==> src/rtl/alu32_arb_ctrl_if.sv <==
// rtl/alu32_arb_ctrl_if.sv - requester, shared-ALU and completion signals of alu32_arb_ctrl
//
// Purpose: bundles the two requester ports, the shared alu32 drive/return
// pair and the completion outputs into one interface.
// Ports (slave = the controller, master = requesters plus the ALU):
//   req0/req1, op0/op1, a0/a1, b0/b1   requester operation requests and operands
//   gnt                                one-hot grant pulse
//   alu_op, alu_a, alu_b               operands driven to the shared alu32
//   alu_result, alu_flags              alu32 result and {c,n,z,v}
//   done, done_id, result, flags       completion pulse, winner index, registered result/flags
interface alu32_arb_ctrl_if;
    logic        req0;
    logic        req1;
    logic [2:0]  op0;
    logic [2:0]  op1;
    logic [31:0] a0;
    logic [31:0] a1;
    logic [31:0] b0;
    logic [31:0] b1;
    logic [1:0]  gnt;
    logic [2:0]  alu_op;
    logic [31:0] alu_a;
    logic [31:0] alu_b;
    logic [31:0] alu_result;
    logic [3:0]  alu_flags;
    logic        done;
    logic        done_id;
    logic [31:0] result;
    logic [3:0]  flags;

    modport slave (
        input  req0, req1, op0, op1, a0, a1, b0, b1, alu_result, alu_flags,
        output gnt, alu_op, alu_a, alu_b, done, done_id, result, flags
    );

    modport master (
        output req0, req1, op0, op1, a0, a1, b0, b1, alu_result, alu_flags,
        input  gnt, alu_op, alu_a, alu_b, done, done_id, result, flags
    );
endinterface

==> src/rtl/alu32_arb_ctrl.sv <==
// rtl/alu32_arb_ctrl.sv - two-requester round-robin arbiter sharing one alu32
//
// Purpose: grants one of two requesters, holds its operands on the shared
// alu32 for EXEC_CYCLES cycles, captures the result/flags in the last of
// those cycles and reports completion with a one-cycle done pulse.
// Ports:
//   clk    rising-edge clock
//   reset  synchronous active-high reset
//   bus    alu32_arb_ctrl_if.slave (requests, ALU drive/return, completion)
// Parameter:
//   EXEC_CYCLES  cycles the operands are held on the ALU before capture (1..15)
module alu32_arb_ctrl #(
    parameter int unsigned EXEC_CYCLES = 1
) (
    input  logic             clk,
    input  logic             reset,
    alu32_arb_ctrl_if.slave  bus
);

    typedef enum logic [1:0] {
        IDLE = 2'd0,
        EXEC = 2'd1,
        DONE = 2'd2
    } state_t;

    localparam logic [3:0] LAST_CNT = 4'(EXEC_CYCLES - 1);

    state_t     state;
    logic [3:0] cnt;
    logic       last_id;
    logic       win_id;
    logic       pick;

    // On a tie the requester that did not win last time gets the ALU;
    // otherwise whichever one is asking (req1 alone selects 1).
    assign pick = (bus.req0 && bus.req1) ? ~last_id : bus.req1;

    // The alu_op/alu_a/alu_b registers double as the operand registers:
    // loaded at grant, held through EXEC, cleared once the result is taken.
    always_ff @(posedge clk) begin
        if (reset) begin
            state       <= IDLE;
            cnt         <= 4'd0;
            last_id     <= 1'b1;
            win_id      <= 1'b0;
            bus.gnt     <= 2'b00;
            bus.alu_op  <= 3'd0;
            bus.alu_a   <= 32'd0;
            bus.alu_b   <= 32'd0;
            bus.done    <= 1'b0;
            bus.done_id <= 1'b0;
            bus.result  <= 32'd0;
            bus.flags   <= 4'd0;
        end else begin
            bus.gnt  <= 2'b00;
            bus.done <= 1'b0;
            case (state)
                IDLE: begin
                    if (bus.req0 || bus.req1) begin
                        win_id     <= pick;
                        last_id    <= pick;
                        bus.gnt    <= pick ? 2'b10 : 2'b01;
                        bus.alu_op <= pick ? bus.op1 : bus.op0;
                        bus.alu_a  <= pick ? bus.a1  : bus.a0;
                        bus.alu_b  <= pick ? bus.b1  : bus.b0;
                        cnt        <= 4'd0;
                        state      <= EXEC;
                    end
                end
                EXEC: begin
                    cnt <= cnt + 4'd1;
                    // Only the final EXEC cycle's ALU output is trusted.
                    if (cnt == LAST_CNT) begin
                        bus.result <= bus.alu_result;
                        bus.flags  <= bus.alu_flags;
                        bus.alu_op <= 3'd0;
                        bus.alu_a  <= 32'd0;
                        bus.alu_b  <= 32'd0;
                        state      <= DONE;
                    end
                end
                DONE: begin
                    // done is registered, so it is visible in the cycle after
                    // DONE, alongside the following IDLE cycle.
                    bus.done    <= 1'b1;
                    bus.done_id <= win_id;
                    state       <= IDLE;
                end
                default: state <= IDLE;
            endcase
        end
    end

endmodule

==> src/flat_wrapper.sv <==
// flat-port wrapper written by rule: the top's interface ports become plain ports
module alu32_arb_ctrl_flat 
#(
    parameter int unsigned EXEC_CYCLES = 1
)
  (clk, reset, bus_req0, bus_req1, bus_op0, bus_op1, bus_a0, bus_a1, bus_b0, bus_b1, bus_alu_result, bus_alu_flags, bus_gnt, bus_alu_op, bus_alu_a, bus_alu_b, bus_done, bus_done_id, bus_result, bus_flags);
  alu32_arb_ctrl_if bus_i ();
  input  logic clk;
  input  logic reset;
  input wire logic [$bits(bus_i.req0)-1:0] bus_req0;
  input wire logic [$bits(bus_i.req1)-1:0] bus_req1;
  input wire logic [$bits(bus_i.op0)-1:0] bus_op0;
  input wire logic [$bits(bus_i.op1)-1:0] bus_op1;
  input wire logic [$bits(bus_i.a0)-1:0] bus_a0;
  input wire logic [$bits(bus_i.a1)-1:0] bus_a1;
  input wire logic [$bits(bus_i.b0)-1:0] bus_b0;
  input wire logic [$bits(bus_i.b1)-1:0] bus_b1;
  input wire logic [$bits(bus_i.alu_result)-1:0] bus_alu_result;
  input wire logic [$bits(bus_i.alu_flags)-1:0] bus_alu_flags;
  output wire logic [$bits(bus_i.gnt)-1:0] bus_gnt;
  output wire logic [$bits(bus_i.alu_op)-1:0] bus_alu_op;
  output wire logic [$bits(bus_i.alu_a)-1:0] bus_alu_a;
  output wire logic [$bits(bus_i.alu_b)-1:0] bus_alu_b;
  output wire logic [$bits(bus_i.done)-1:0] bus_done;
  output wire logic [$bits(bus_i.done_id)-1:0] bus_done_id;
  output wire logic [$bits(bus_i.result)-1:0] bus_result;
  output wire logic [$bits(bus_i.flags)-1:0] bus_flags;
  assign bus_i.req0 = bus_req0;
  assign bus_i.req1 = bus_req1;
  assign bus_i.op0 = bus_op0;
  assign bus_i.op1 = bus_op1;
  assign bus_i.a0 = bus_a0;
  assign bus_i.a1 = bus_a1;
  assign bus_i.b0 = bus_b0;
  assign bus_i.b1 = bus_b1;
  assign bus_i.alu_result = bus_alu_result;
  assign bus_i.alu_flags = bus_alu_flags;
  assign bus_gnt = bus_i.gnt;
  assign bus_alu_op = bus_i.alu_op;
  assign bus_alu_a = bus_i.alu_a;
  assign bus_alu_b = bus_i.alu_b;
  assign bus_done = bus_i.done;
  assign bus_done_id = bus_i.done_id;
  assign bus_result = bus_i.result;
  assign bus_flags = bus_i.flags;
  alu32_arb_ctrl #(.EXEC_CYCLES(EXEC_CYCLES)) u_core (.clk(clk), .reset(reset), .bus(bus_i));
endmodule
==> config.mk <==
export PLATFORM = sky130hd
export DESIGN_NAME = alu32_arb_ctrl_flat
export DESIGN_NICKNAME = d
export VERILOG_FILES = /design/src/rtl/alu32_arb_ctrl_if.sv /design/src/rtl/alu32_arb_ctrl.sv /design/src/flat_wrapper.sv
export SDC_FILE = /design/constraint.sdc
export NUM_CORES = 1
export LEC_CHECK = 0
export BUFFER_PORTS_ARGS = -buffer_cell sky130_fd_sc_hd__buf_2
export CORE_ASPECT_RATIO = 1.5
export CORE_MARGIN = 2
export CORE_UTILIZATION = 35
export CTS_CLUSTER_SIZE = 30
export DETAILED_ROUTE_END_ITERATION = 7
export PLACE_DENSITY = 0.71
export SYNTH_ARGS = -nofsm -noshare
export SYNTH_HDL_FRONTEND = slang
export SYNTH_SLANG_ARGS = --single-unit
==> constraint.sdc <==
create_clock -name clk -period 1.5 [get_ports clk]
set_input_delay 0.225 -clock clk [delete_from_list [all_inputs] [get_ports clk]]
set_output_delay 0.225 -clock clk [all_outputs]
set_load 0.05 [all_outputs]
==> results of run 1 <==
-- cell usage after synthesis, types with 2 or more instances --
library cell                instances
sky130_fd_sc_hd__buf_6              4
sky130_fd_sc_hd__a21oi_1           40
sky130_fd_sc_hd__o211ai_1           3
sky130_fd_sc_hd__buf_2             10
sky130_fd_sc_hd__inv_1              2
sky130_fd_sc_hd__o2bb2ai_2         30
sky130_fd_sc_hd__o2bb2ai_1         37
sky130_fd_sc_hd__or3_1              2
sky130_fd_sc_hd__ha_1               2
sky130_fd_sc_hd__nand2_1            5
sky130_fd_sc_hd__o21ai_1            3
sky130_fd_sc_hd__mux2i_1           31
sky130_fd_sc_hd__nand3_1           38
sky130_fd_sc_hd__clkbuf_1          34
sky130_fd_sc_hd__a32oi_1           37
sky130_fd_sc_hd__o21ai_0           34
sky130_fd_sc_hd__nand2b_1           4
sky130_fd_sc_hd__dfxtp_1          115
sky130_fd_sc_hd__nor2_1             8
-- routing by layer --
layer	GRT usage	routed length, µm	up-vias
met2	0.3503	7743	203
met5	0	11	-
met1	0.2334	6049	2233
met4	0.06164	135	2
li1	-	-	2338
met3	0.05090	1099	12
-- critical path: cells and delay by family, from the launching register on --
family	cells	cell delay [ns]
compound gates	2	0.46
buf+inv	3	0.41
flops	1	0.33
simple gates	1	0.15
fa+ha+maj	1	0.14
-- cell type report --
cell class	instances	area, µm²	share of cell area
Clock buffer	19	442.9	0.06082
Clock inverter	13	158.9	0.02182
Inverter	2	7.507	0.001031
Multi-Input combinational cell	288	2300	0.3158
Sequential cell	115	2305	0.3165
Tap cell	162	202.7	0.02784
Timing Repair Buffer	314	1866	0.2562
-- logic make-up after synthesis --
logic type / count (synthesis) / synth area share
xor+xnor: 1 / 0.001830
compound gates: 190 / 0.3255
mux: 31 / 0.06484
buf+inv: 53 / 0.05150
flops: 115 / 0.4810
fa+ha+maj: 2 / 0.005228
simple gates: 64 / 0.07007
-- metrics by stage --
stage | worst slack, ns | power (µW) | util | cells
2_1_floorplan | -0.01526 | 5281 | - | 456
6_report | -0.06251 | 10210 | 0.5433 | 913
3_5_place_dp | -0.1095 | 6070 | 0.4835 | 873
5_1_grt | -0.1451 | 10640 | 0.5433 | 913
3_3_place_gp | -0.04677 | 6045 | 0.4835 | 873
4_1_cts | -0.06363 | 10310 | 0.5405 | 912
-- timing repair --
action | CTS | global route
resized for setup | 11 | 5
gates cloned | 4 | 1
endpoints found under the setup margin | 70 | 103
buffers inserted | 3 | 0
pin swaps | 1 | 1
hold endpoints to repair | 0 | 0
-- placed cells by master (no fill, tap or decap), types with 2 or more instances in the layout --
cell                         Yosys  layout
sky130_fd_sc_hd__a21oi_1        40      40
sky130_fd_sc_hd__a32oi_1        37      37
sky130_fd_sc_hd__buf_12          0       8
sky130_fd_sc_hd__buf_16          0       4
sky130_fd_sc_hd__buf_2          10     280
sky130_fd_sc_hd__buf_4           1      18
sky130_fd_sc_hd__buf_6           4       3
sky130_fd_sc_hd__bufinv_16       0       3
sky130_fd_sc_hd__clkbuf_16       0      18
sky130_fd_sc_hd__clkinv_2        0       4
sky130_fd_sc_hd__clkinv_4        0       2
sky130_fd_sc_hd__clkinvlp_4      0       3
sky130_fd_sc_hd__dfxtp_1       115     113
sky130_fd_sc_hd__dfxtp_2         0       2
sky130_fd_sc_hd__inv_2           0       2
sky130_fd_sc_hd__mux2i_1        31      31
sky130_fd_sc_hd__nand2_1         5       5
sky130_fd_sc_hd__nand2b_1        4       2
sky130_fd_sc_hd__nand2b_2        0       2
sky130_fd_sc_hd__nand3_1        38      38
sky130_fd_sc_hd__nor2_1          8       8
sky130_fd_sc_hd__o211ai_1        3       3
sky130_fd_sc_hd__o21ai_0        34      30
sky130_fd_sc_hd__o21ai_1         3       7
sky130_fd_sc_hd__o2bb2ai_1      37      36
sky130_fd_sc_hd__o2bb2ai_2      30      30
-- registers in the layout, indices dropped and copies added, names as in the netlist, 2 cells and up --
name               count
u_core.bus.alu_a      32
u_core.bus.alu_b      32
u_core.bus.alu_op      3
u_core.bus.flags       4
u_core.bus.gnt         2
u_core.bus.result     32
u_core.cnt             4
u_core.state           2
-- report_power, final --
group | total (µW) | internal [µW] | switching (µW)
clock | 4060 | 2650 | 1410
combinational | 2650 | 864 | 1790
sequential | 3490 | 3340 | 152
-- worst max-delay path by stage --
stage	startpoint	endpoint	slack, ns	cells after the start
floorplan	u_core.cnt[0]	u_core.bus.alu_b[17]	-0.02	7
global placement	u_core.cnt[0]	u_core.bus.alu_a[7]	-0.05	6
detailed placement	u_core.cnt[0]	u_core.bus.alu_a[10]	-0.11	6
CTS	u_core.cnt[0]	u_core.bus.alu_a[25]	-0.06	7
global route	u_core.cnt[0]	u_core.bus.alu_a[16]	-0.15	7
finish	u_core.cnt[0]	u_core.bus.alu_b[25]	-0.06	7
==> results by stage, run 1 <==
Finish:
- The relative area change from synthesis to final layout is 52.16%.
- The number of antenna diodes is 0.
- The number of inserted filler cells in the final layout is 1,239.
- The final layout contains 914 nets.
- The fraction of layout cells with a size suffix above 1 is 0.5180.
- The total non-filler cell area in the finished layout is 7282 µm².

Routing:
- Dividing the detail-routed via count by the number of cells gives 5.244.
- The final routed DRC violation total is 0.
- For this block, the initial DRC count from the detailed router was 158.
- For this block, the routed nets add up to 15,040 µm of wire.
- After detailed routing, the average wire length per cell comes to 16.47 µm.
- The first detailed-routing pass took 4 iterations.
- The residual antenna-violating net count after detailed routing is 0.
- The overall via count from detail_route is 4,788.

Clock network:
- The number of CTS-inserted buffers is 17.
- The maximum number of buffers from clock root to sink is 2.
- The clock tree from TritonCTS is done.
- The cell chosen for the clock root is sky130_fd_sc_hd__clkbuf_16.
- The clock slew seen by the registers of the worst setup and hold paths is 0.05 ns.
- The clock net sink count is 115.
- The insertion delay to the later sink of the worst-skew pair is 0.40 ns.
- The cts-stage hold buffer count is 0.
- The H-tree was split into 4 levels.

Critical path:
- The peak per-stage delay on the critical path is 0.37 ns.
- The slowest stage of the critical path is the sky130_fd_sc_hd__a221oi_4 cell.
- The worst register-to-register path begins at u_core.cnt[0].
- Along the worst path, the maximum fanout reaches 5.
- The nature of the critical path endpoint is a flip-flop.
- STA classifies the critical path startpoint as a flip-flop.
- The required time of the critical path is 1.83 ns.
- The worst path arrival time is 1.90 ns.
- Walking the worst path, the cells encountered are inv_2, ha_4, nor3b_4, a221oi_4, buf_6, clkbuf_16, o2bb2ai_2.
- The minimum setup slack among reg-to-reg paths is -0.06 ns.
- The reg-to-reg critical path endpoint is u_core.bus.alu_b[25].
- The startpoint-to-endpoint class of the critical path is flip-flop to flip-flop.
- The worst register-to-register path has a depth of 7.

Floorplan:
- The die width is 99.48 µm.
- For this configuration, the core starts out at a cell density of 0.3571.
- The count of boundary I/O pins is 281.
- The area of the core region is 13,400 µm².
- The floorplan step defined a die boundary enclosing 14,640 µm².
- The y dimension of the die is 147.2 µm.
- The site row count is 52.

Pwr:
- The power per standard cell area is 1402 nW/µm².
- The analysis attributes to cell leakage a power of 0.003285 µW.
- The largest vdd supply drop is 0.0005687 V.

Synth:
- The most common flop cell mapped by yosys is sky130_fd_sc_hd__dfxtp_1.
- The number of nets in the synthesized netlist is 632.
- The post-synthesis cell area is 4786 µm².
- For this run, the register share of the synthesized area comes to 0.4810.
- After synthesis, the share of flip-flops with an asynchronous set or reset is 0.
- Of the post-synthesis cell area, the dominant cell type holds 0.4810.
- The cell count after synthesis is 456.
- Yosys printed 0 warnings.
- In the post-synthesis netlist, the biggest area contributors are sky130_fd_sc_hd__dfxtp_1, sky130_fd_sc_hd__o2bb2ai_2, sky130_fd_sc_hd__a32oi_1.
- The mean instance size in the synthesized netlist is 10.50 µm².
- The cell type with the largest total area after synthesis is sky130_fd_sc_hd__dfxtp_1.
- The number of distinct library cells after synthesis is 36.
- The total of flip-flops plus latches after synthesis is 115.
- The number of enable flip-flop cells after synthesis is 0.

STA:
- The final max-slew violation count is 0.
- The time the final worst path needs with I/O delays and setup is 1.563 ns.
- The share of the cycle needed by the critical path after routing is 1.042.
- In this run the tightest slew margin relative to its limit is 0.7185.
- The worst-case hold slack is 0.06901 ns.
- The number of hold violations in the final report is 0.
- Setup violations remaining at the end of the flow were counted as 68.
- Across the routed clock network, the largest skew measured is 0.006041 ns.
- Setup slack on the critical path of the routed design comes to -0.06251 ns.
- The slew at the pin closest to its max-slew limit is 0.4222 ns.
- The fmax is 0.6400 GHz.
- Setup repair after global routing could not meet its margin everywhere.
- In the final timing run, aggregate negative setup slack is -3.083 ns.

Worst hold path:
- For hold timing, the worst endpoint is u_core.bus.flags[0].
- The class of the tightest hold or removal check is input port to flip-flop.
- The number of stages on the worst hold path is 3.
- The hold path startpoint is bus_alu_flags[0].

Placement:
- The congestion estimate from routability-driven global placement came to 0.7650.
- During placement, the flow inserted port buffers numbering 280.
- The HPWL after detailed placement is 10,390 µm.
- In this run the cell area measured after placement is 6480 µm².

Outcome:
- The flow ran to the end, but the final reports show violations.
- The final reports fail on setup timing.

Global routing:
- The first-pass GRT wire length is 22,930 µm.
- Entering global routing, the biggest net connects 41 pins.
- The initial antenna violation count came to 1.
- The overflow left after global routing is 0.
- The number of global-route vias before repair is 4,542.
- The overall global routing resource usage is 0.1985.

Flow run:
- The tool flagged a number of max-cap violations equal to 0.
(Power assumes the default switching activity.)
==> run 2, diff against run 1 <==
--- a/config.mk
+++ b/config.mk
@@ -8,10 +8,10 @@
 export BUFFER_PORTS_ARGS = -buffer_cell sky130_fd_sc_hd__buf_2
 export CORE_ASPECT_RATIO = 1.5
 export CORE_MARGIN = 2
-export CORE_UTILIZATION = 35
+export CORE_UTILIZATION = 40
 export CTS_CLUSTER_SIZE = 30
 export DETAILED_ROUTE_END_ITERATION = 7
-export PLACE_DENSITY = 0.71
+export PLACE_DENSITY = 0.76
 export SYNTH_ARGS = -nofsm -noshare
 export SYNTH_HDL_FRONTEND = slang
 export SYNTH_SLANG_ARGS = --single-unit
==> constraint.sdc (replaced) <==
create_clock -name clk -period 1.9 [get_ports clk]
set_input_delay 0.285 -clock clk [delete_from_list [all_inputs] [get_ports clk]]
set_output_delay 0.285 -clock clk [all_outputs]
set_load 0.05 [all_outputs]
==> results by stage, run 2 (same netlist as run 1, synthesis figures left out) <==
Finish:
- The top cell types in the final layout, fill and taps aside, are sky130_fd_sc_hd__buf_2, sky130_fd_sc_hd__dfxtp_1, sky130_fd_sc_hd__a21oi_1.
- The largest registers in the layout are u_core.bus.alu_a x32, u_core.bus.alu_b x32, u_core.bus.result x32.
- The net count reported at finish is 894 (-2.2%).
- The fraction of layout cells with a size suffix above 1 is 0.4925 (-0.02550).
- The commonest non-fill, non-tap cell in the layout is sky130_fd_sc_hd__buf_2.
- The core occupancy in the finished layout came to 0.5940 (+0.05070).
- Compared with the post-synthesis result, the final layout area differs by 43.87%.

Critical path:
- For this design, the slowest cell found on the critical path is sky130_fd_sc_hd__dfxtp_1.
- The path depth of the worst reg2reg path was 6 (-1).
- The minimum setup slack among reg-to-reg paths is 0.11 ns (+0.18 ns).
- The highest fanout seen on the critical path is 20 (+15).
- The worst register-to-register path ends at u_core.bus.alu_op[2].
- The required time of the critical path came to 2.23 ns (+0.40 ns).
- In this run the critical register-to-register path is launched from u_core.cnt[0].
- The worst path arrival time is 2.11 ns (+0.21 ns).
- The peak per-stage delay on the critical path is 0.38 ns (about the same).
- The kind of start point of the critical path is a flip-flop.
- The startpoint-to-endpoint class of the critical path is flip-flop to flip-flop.
- Walking the worst path, the cells encountered are inv_1, ha_1, nor3b_4, a221oi_4, buf_4, o2bb2ai_1.
- The worst setup path is captured at a flip-flop.

STA:
- The slew at the pin closest to its max-slew limit was 0.5493 ns (+0.1271 ns).
- The share of the cycle needed by the critical path after routing was 0.9407 (-0.1010).
- The number of hold violations in the final report is 0 (unchanged).
- The clock skew after layout was 0.006633 ns (+0.0005914 ns).
- The total negative setup slack is 0 ns (+3.083 ns).
- The fmax is 0.5595 GHz (-13%).
- The final max-slew violation count is 0 (unchanged).
- The time the final worst path needs with I/O delays and setup is 1.787 ns (+0.2248 ns).
- The number of setup violations in the final report is 0 (-100%).
- The headroom to the max-slew limit is 0.6338 (-0.08475).
- Setup repair after global routing left no endpoint under its margin.

Clock network:
- The cts-stage hold buffer count came to 0 (unchanged).
- The clock slew seen by the registers of the worst setup and hold paths is 0.05 ns (about the same).
- The number of CTS-inserted buffers is 17 (unchanged).
- The clock net sink count was 115 (unchanged).
- TritonCTS built the clock tree.
- The insertion delay to the later sink of the worst-skew pair is 0.40 ns (about the same).
- The number of gates resized after CTS is 0 (-11).
- The number of H-tree levels is 4 (unchanged).
- The setup fix buffers added after clock tree synthesis is 0 (-3).
- The tree is rooted in a sky130_fd_sc_hd__clkbuf_16.
- The maximum number of buffers from clock root to sink is 2 (unchanged).

Placement:
- The final weighted congestion in routability-driven placement came to 0.8153 (+6.6%).
- The HPWL after detailed placement is 11,150 µm (+7.3%).
- The number of buffers inserted by port buffering was 280 (unchanged).

Flow run:
- The count of maximum capacitance violations is 0 (unchanged).

Routing:
- The residual antenna-violating net count after detailed routing came to 0 (unchanged).
- The count of TritonRoute iterations in the first routing pass is 4 (unchanged).
- The via density per instance is 5.374 (+2.5%).
- The average wire per standard cell is 17.38 µm (+5.5%).
- The final routed DRC violation total is 0 (unchanged).
- The initial DRC count is 151 (-4.4%).
- The overall via count from detail_route was 4,740 (-1.0%).
- The sum of routed wire length over all layers is 15,330 µm (+1.9%).

Pwr:
- The largest vdd supply drop is 0.0005794 V (+1.9%).
- The power per standard cell area was 1126 nW/µm² (-20%).
- The leakage power was 0.003098 µW (-5.7%).

Floorplan:
- The site row count is 48 (-7.7%).
- The die width is 93.31 µm (-6.2%).
- The y dimension of the die is 138.0 µm (-6.3%).
- The die area came to 12,870 µm² (-12%).
- The count of boundary I/O pins is 281 (unchanged).
- The effective utilization at floorplan is 0.4129 (+0.05581).
- The area of the core region is 11,590 µm² (-14%).

Global routing:
- The overall global routing resource usage was 0.2292 (+0.03069).
- The initial antenna violation count is 1 (unchanged).
- The overflow left after global routing is 0 (unchanged).
- The first-pass GRT wire length was 23,180 µm (+1.1%).
- The number of global-route vias before repair is 4,827 (+6.3%).
- The largest net degree at the start of global routing was 48 (+17%).

Worst hold path:
- The class of the tightest hold or removal check is input port to flip-flop.
- For hold timing, the worst endpoint is u_core.bus.result[30].
- The number of stages on the worst hold path was 3 (unchanged).
- The hold path startpoint is bus_alu_result[30].

Outcome:
- The flow ran to the end, and the final reports show no timing, DRC or antenna violations.
==> run 2: cell count changes in the layout (fill, tap and decap cells not counted), sizes merged <==
cell      change
buf          -19
clkbuf        +3
clkinv        -3
bufinv        -1
clkinvlp      +1
diode         +1
inv           -1
==> run 2: per-layer routing <==
metal,track usage,wire length [µm],vias to the layer above
met5,0,0,-
met4,0.09395,246,0
met3,0.07989,1444,20
met2,0.4093,7893,236
met1,0.2445,5742,2197
li1,-,-,2287
==> run 2: how the worst max path moves through the flow <==
| stage | from | end | slack, ns | depth (start not counted) |
|---|---|---|---|---|
| final | u_core.cnt[0] | u_core.bus.alu_op[2] | 0.11 | 6 |
| after global routing | u_core.cnt[0] | u_core.bus.alu_op[2] | 0.03 | 6 |
| after CTS | u_core.cnt[0] | u_core.bus.alu_op[2] | 0.11 | 6 |
| after detailed placement | u_core.cnt[0] | u_core.bus.alu_op[2] | 0.14 | 6 |
| after global placement | u_core.cnt[0] | u_core.bus.alu_op[2] | 0.20 | 6 |
| after floorplan | u_core.cnt[0] | u_core.bus.alu_b[17] | 0.28 | 7 |
==> run 2: final cells by class <==
type	instances	area, µm²
multi-input combinational	288	2268
sequential	115	2302
inverter	2	7.507
fill	985	4706
tap	150	187.7
clock buffer	23	467.9
clock inverter	9	105.1
antenna	1	2.502
timing repair buffer	294	1544
==> run 2: power by group <==
part	internal (µW)	switching (µW)	total [µW]
logic	550	1370	1920
clock network	1990	1070	3060
registers	2640	136	2770
==> run 2: worst max-delay path, delay by kind of cell (launching register included) <==
family                     cells  cell delay (ns)
DFF                            1             0.38
adders and majority gates      1             0.21
and+or+nand+nor                1             0.17
buffers and inverters          2             0.45
AOI/OAI and AO/OA              2             0.51
==> run 2: per-stage QoR <==
step	instance area, µm²	cells	setup WS, ns	hold WS [ns]	power [µW]
3_5_place_dp	6310	849	0.1408	0.4414	4744
2_1_floorplan	4786	456	0.2838	0.4042	4157
6_report	6885	882	0.1127	0.1337	7752
4_1_cts	6883	881	0.1146	0.1130	7817
5_1_grt	6883	881	0.02725	0.1188	8060
3_3_place_gp	6310	849	0.2012	0.4392	4692
==> run 3, diff against run 2 <==
--- a/config.mk
+++ b/config.mk
@@ -8,10 +8,10 @@
 export BUFFER_PORTS_ARGS = -buffer_cell sky130_fd_sc_hd__buf_2
 export CORE_ASPECT_RATIO = 1.5
 export CORE_MARGIN = 2
-export CORE_UTILIZATION = 40
-export CTS_CLUSTER_SIZE = 30
+export CORE_UTILIZATION = 39
+export CTS_CLUSTER_SIZE = 10
 export DETAILED_ROUTE_END_ITERATION = 7
-export PLACE_DENSITY = 0.76
+export PLACE_DENSITY = 0.78
 export SYNTH_ARGS = -nofsm -noshare
 export SYNTH_HDL_FRONTEND = slang
 export SYNTH_SLANG_ARGS = --single-unit
==> constraint.sdc (replaced) <==
create_clock -name clk -period 1.6 [get_ports clk]
set_input_delay 0.24 -clock clk [delete_from_list [all_inputs] [get_ports clk]]
set_output_delay 0.24 -clock clk [all_outputs]
set_load 0.05 [all_outputs]
==> results by stage, run 3 (same netlist as run 1, synthesis figures left out) <==
Routing:
- The average wire per standard cell came to 17.52 µm (+0.83%).
- The count of TritonRoute iterations in the first routing pass is 4 (unchanged).
- The final routed DRC violation total is 0 (unchanged).
- The via density per instance came to 5.450 (+1.4%).
- The sum of routed wire length over all layers is 15,790 µm (+3.0%).
- The residual antenna-violating net count after detailed routing is 0 (unchanged).
- The initial DRC count was 166 (+9.9%).
- The overall via count from detail_route was 4,910 (+3.6%).

Critical path:
- The kind of start point of the critical path is a flip-flop.
- The required time of the critical path is 1.93 ns (-0.30 ns).
- The minimum setup slack among reg-to-reg paths came to 0.03 ns (-0.08 ns).
- The launch point of the critical path is u_core.cnt[1].
- The worst register-to-register path begins at u_core.cnt[1].
- STA classifies the critical path endpoint as a flip-flop.
- The highest fanout seen on the critical path is 9 (-55%).
- The startpoint-to-endpoint class of the critical path is flip-flop to flip-flop.
- The worst path arrival time is 1.90 ns (-0.21 ns).

Placement:
- The number of buffers inserted by port buffering is 280 (unchanged).
- The number of placed cells counting well taps was 861 (+1.4%).
- The HPWL after detailed placement is 10,710 µm (-3.9%).
- The final weighted congestion in routability-driven placement is 0.8161 (about the same).

Pwr:
- The switching power as a share of total power is 0.3178 (-0.01420).
- The power per standard cell area is 1335 nW/µm² (+19%).
- The largest vdd supply drop is 0.0007184 V (+24%).
- The clock network fraction of design power is 0.409 (+0.015).
- The sequential power share is 0.334 (-0.024).
- The part of the total power dissipated in combinational logic was 0.256 (+0.008).
- The internal portion of total power is 6751 µW (+30%).
- The leakage power is 0.003336 µW (+7.7%).
- The reported net switching power is 3145 µW (+22%).

Finish:
- Compared with the post-synthesis result, the final layout area differs by 54.88%.
- The multi-input gate area in the final layout came to 2429 µm² (+7.1%).
- Leaving out fill and tap cells, the most frequent cell in the layout is sky130_fd_sc_hd__buf_2.
- The number of standard cells in the layout, taps in and fillers out is 901 (+2.2%).
- Leaving out fill and tap cells, the most frequent cells in the layout are sky130_fd_sc_hd__buf_2, sky130_fd_sc_hd__dfxtp_1, sky130_fd_sc_hd__o2bb2ai_2.
- The sequential standard cell area is 2305 µm² (+0.11%).
- The number of inserted filler cells in the final layout is 982 (-0.30%).
- The largest registers in the layout are u_core.bus.alu_a x32, u_core.bus.alu_b x32, u_core.bus.result x32.
- The net count reported at finish was 911 (+1.9%).
- The fraction of layout cells with a size suffix above 1 came to 0.5401 (+0.04763).
- The number of antenna diodes was 0 (-1).

Outcome:
- The flow ran to the end, and the final reports show no timing, DRC or antenna violations.

STA:
- The share of the cycle needed by the critical path after routing came to 0.9818 (+0.04113).
- The final max-slew violation count came to 0 (unchanged).
- The worst-case hold slack was 0.09035 ns (-0.04333 ns).
- The clock skew after layout is 0.006847 ns (+0.0002144 ns).
- The slew at the pin closest to its max-slew limit is 0.5960 ns (+0.04673 ns).
- The number of setup violations in the final report is 0 (unchanged).
- The fmax is 0.6366 GHz (+14%).
- The number of hold violations in the final report came to 0 (unchanged).
- The time the final worst path needs with I/O delays and setup is 1.571 ns (-0.2164 ns).
- Setup repair after global routing could not meet its margin everywhere.
- The headroom to the max-slew limit is 0.6026 (-0.03115).

Clock network:
- The maximum number of buffers from clock root to sink came to 2 (unchanged).
- The clock net sink count is 115 (unchanged).
- The cts-stage hold buffer count is 0 (unchanged).
- The clock slew seen by the registers of the worst setup and hold paths is 0.05 ns (about the same).
- The cell sitting at the root of the clock tree is a sky130_fd_sc_hd__clkbuf_16.
- The number of H-tree levels is 4 (unchanged).
- The number of CTS-inserted buffers is 17 (unchanged).
- The insertion delay to the later sink of the worst-skew pair is 0.40 ns (about the same).
- TritonCTS built the clock tree.

Global routing:
- The overall global routing resource usage is 0.2217 (-0.007545).
- The first-pass GRT wire length is 23,200 µm (about the same).
- The overflow left after global routing is 0 (unchanged).
- The largest net degree at the start of global routing is 47 (-2.1%).
- The number of global-route vias before repair was 4,860 (+0.68%).
- The initial antenna violation count came to 0 (-1).

Floorplan:
- The die area is 13,190 µm² (+2.5%).
- The y dimension of the die is 139.7 µm (+1.2%).
- The die width is 94.45 µm (+1.2%).
- The site row count is 49 (+2.1%).
- The area of the core region is 11,960 µm² (+3.1%).
- The count of boundary I/O pins is 281 (unchanged).
- The effective utilization at floorplan was 0.4003 (-0.01257).

Flow run:
- The count of maximum capacitance violations came to 0 (unchanged).

Worst hold path:
- The hold path startpoint is bus_alu_result[8].
- In this run the worst hold path is classified as input port to flip-flop.
## run 3: cell types whose count changed in the layout (fill, tap and decap cells not counted), moves of 4 or more
cell / delta
sky130_fd_sc_hd__buf_4: +4
sky130_fd_sc_hd__clkbuf_16: +4
sky130_fd_sc_hd__o2bb2ai_1: -24
sky130_fd_sc_hd__o2bb2ai_2: +24
## run 3: worst paths after layout
path | cells past startpoint | endpoint
hold reg to reg | 1 | u_core.bus.alu_op[2]
setup / recovery | 7 | u_core.bus.alu_a[22]
hold / removal | 3 | u_core.bus.result[8]
setup reg to reg | 7 | u_core.bus.alu_a[22]
## run 3: metal layers
layer / wire length, µm / global-route usage / part of all wire
met4: 317 / 0.09230 / 0.020
met1: 6109 / 0.2446 / 0.39
met2: 8228 / 0.3966 / 0.52
met3: 1130 / 0.05522 / 0.072
met5: 0 / 0 / 0
## run 3: layout make-up
type	instances	share of cell area
Clock buffer	22	0.06128
Timing Repair Buffer	311	0.2490
Inverter	2	0.001013
Sequential cell	115	0.3109
Multi-Input combinational cell	288	0.3277
Tap cell	153	0.02583
Clock inverter	10	0.02431
## run 3: through the flow
stage / power [µW] / setup slack (ns) / TNS [ns] / cell area, µm² / util
after CTS: 9763 / -0.02901 / -0.4334 / 7107 / 0.5945
after floorplan: 4936 / 0.002591 / 0 / 4786 / -
final: 9896 / 0.02908 / 0 / 7412 / 0.6200
after detailed placement: 5675 / -0.04083 / -0.6680 / 6416 / 0.5367
after global placement: 5613 / -0.001550 / -0.002613 / 6416 / 0.5367
after global routing: 10240 / -0.05620 / -1.506 / 7412 / 0.6200
## run 3: what timing repair did
action / CTS / global route
endpoints found under the setup margin: 40 / 105
setup buffers: 1 / 0
pin swaps: 1 / 1
gates cloned: 1 / 6
resized for setup: 4 / 34
## run 3: critical path: stages (launching register included)
cell and delay (ns):
sky130_fd_sc_hd__dfxtp_2 0.32, sky130_fd_sc_hd__inv_1 0.06, sky130_fd_sc_hd__ha_4 0.15, sky130_fd_sc_hd__nor3b_4 0.15
sky130_fd_sc_hd__a221oi_4 0.32, sky130_fd_sc_hd__buf_12 0.21, sky130_fd_sc_hd__clkbuf_16 0.19, sky130_fd_sc_hd__o2bb2ai_2 0.10
## run 3: power by group through the flow
stage	combinational, µW	sequential (µW)	clock (µW)
after detailed placement	2340	3340	0
after global routing	2680	3330	4230
after floorplan	744	4190	0
after CTS	2380	3290	4090
after global placement	2270	3340	0
final	2540	3310	4050
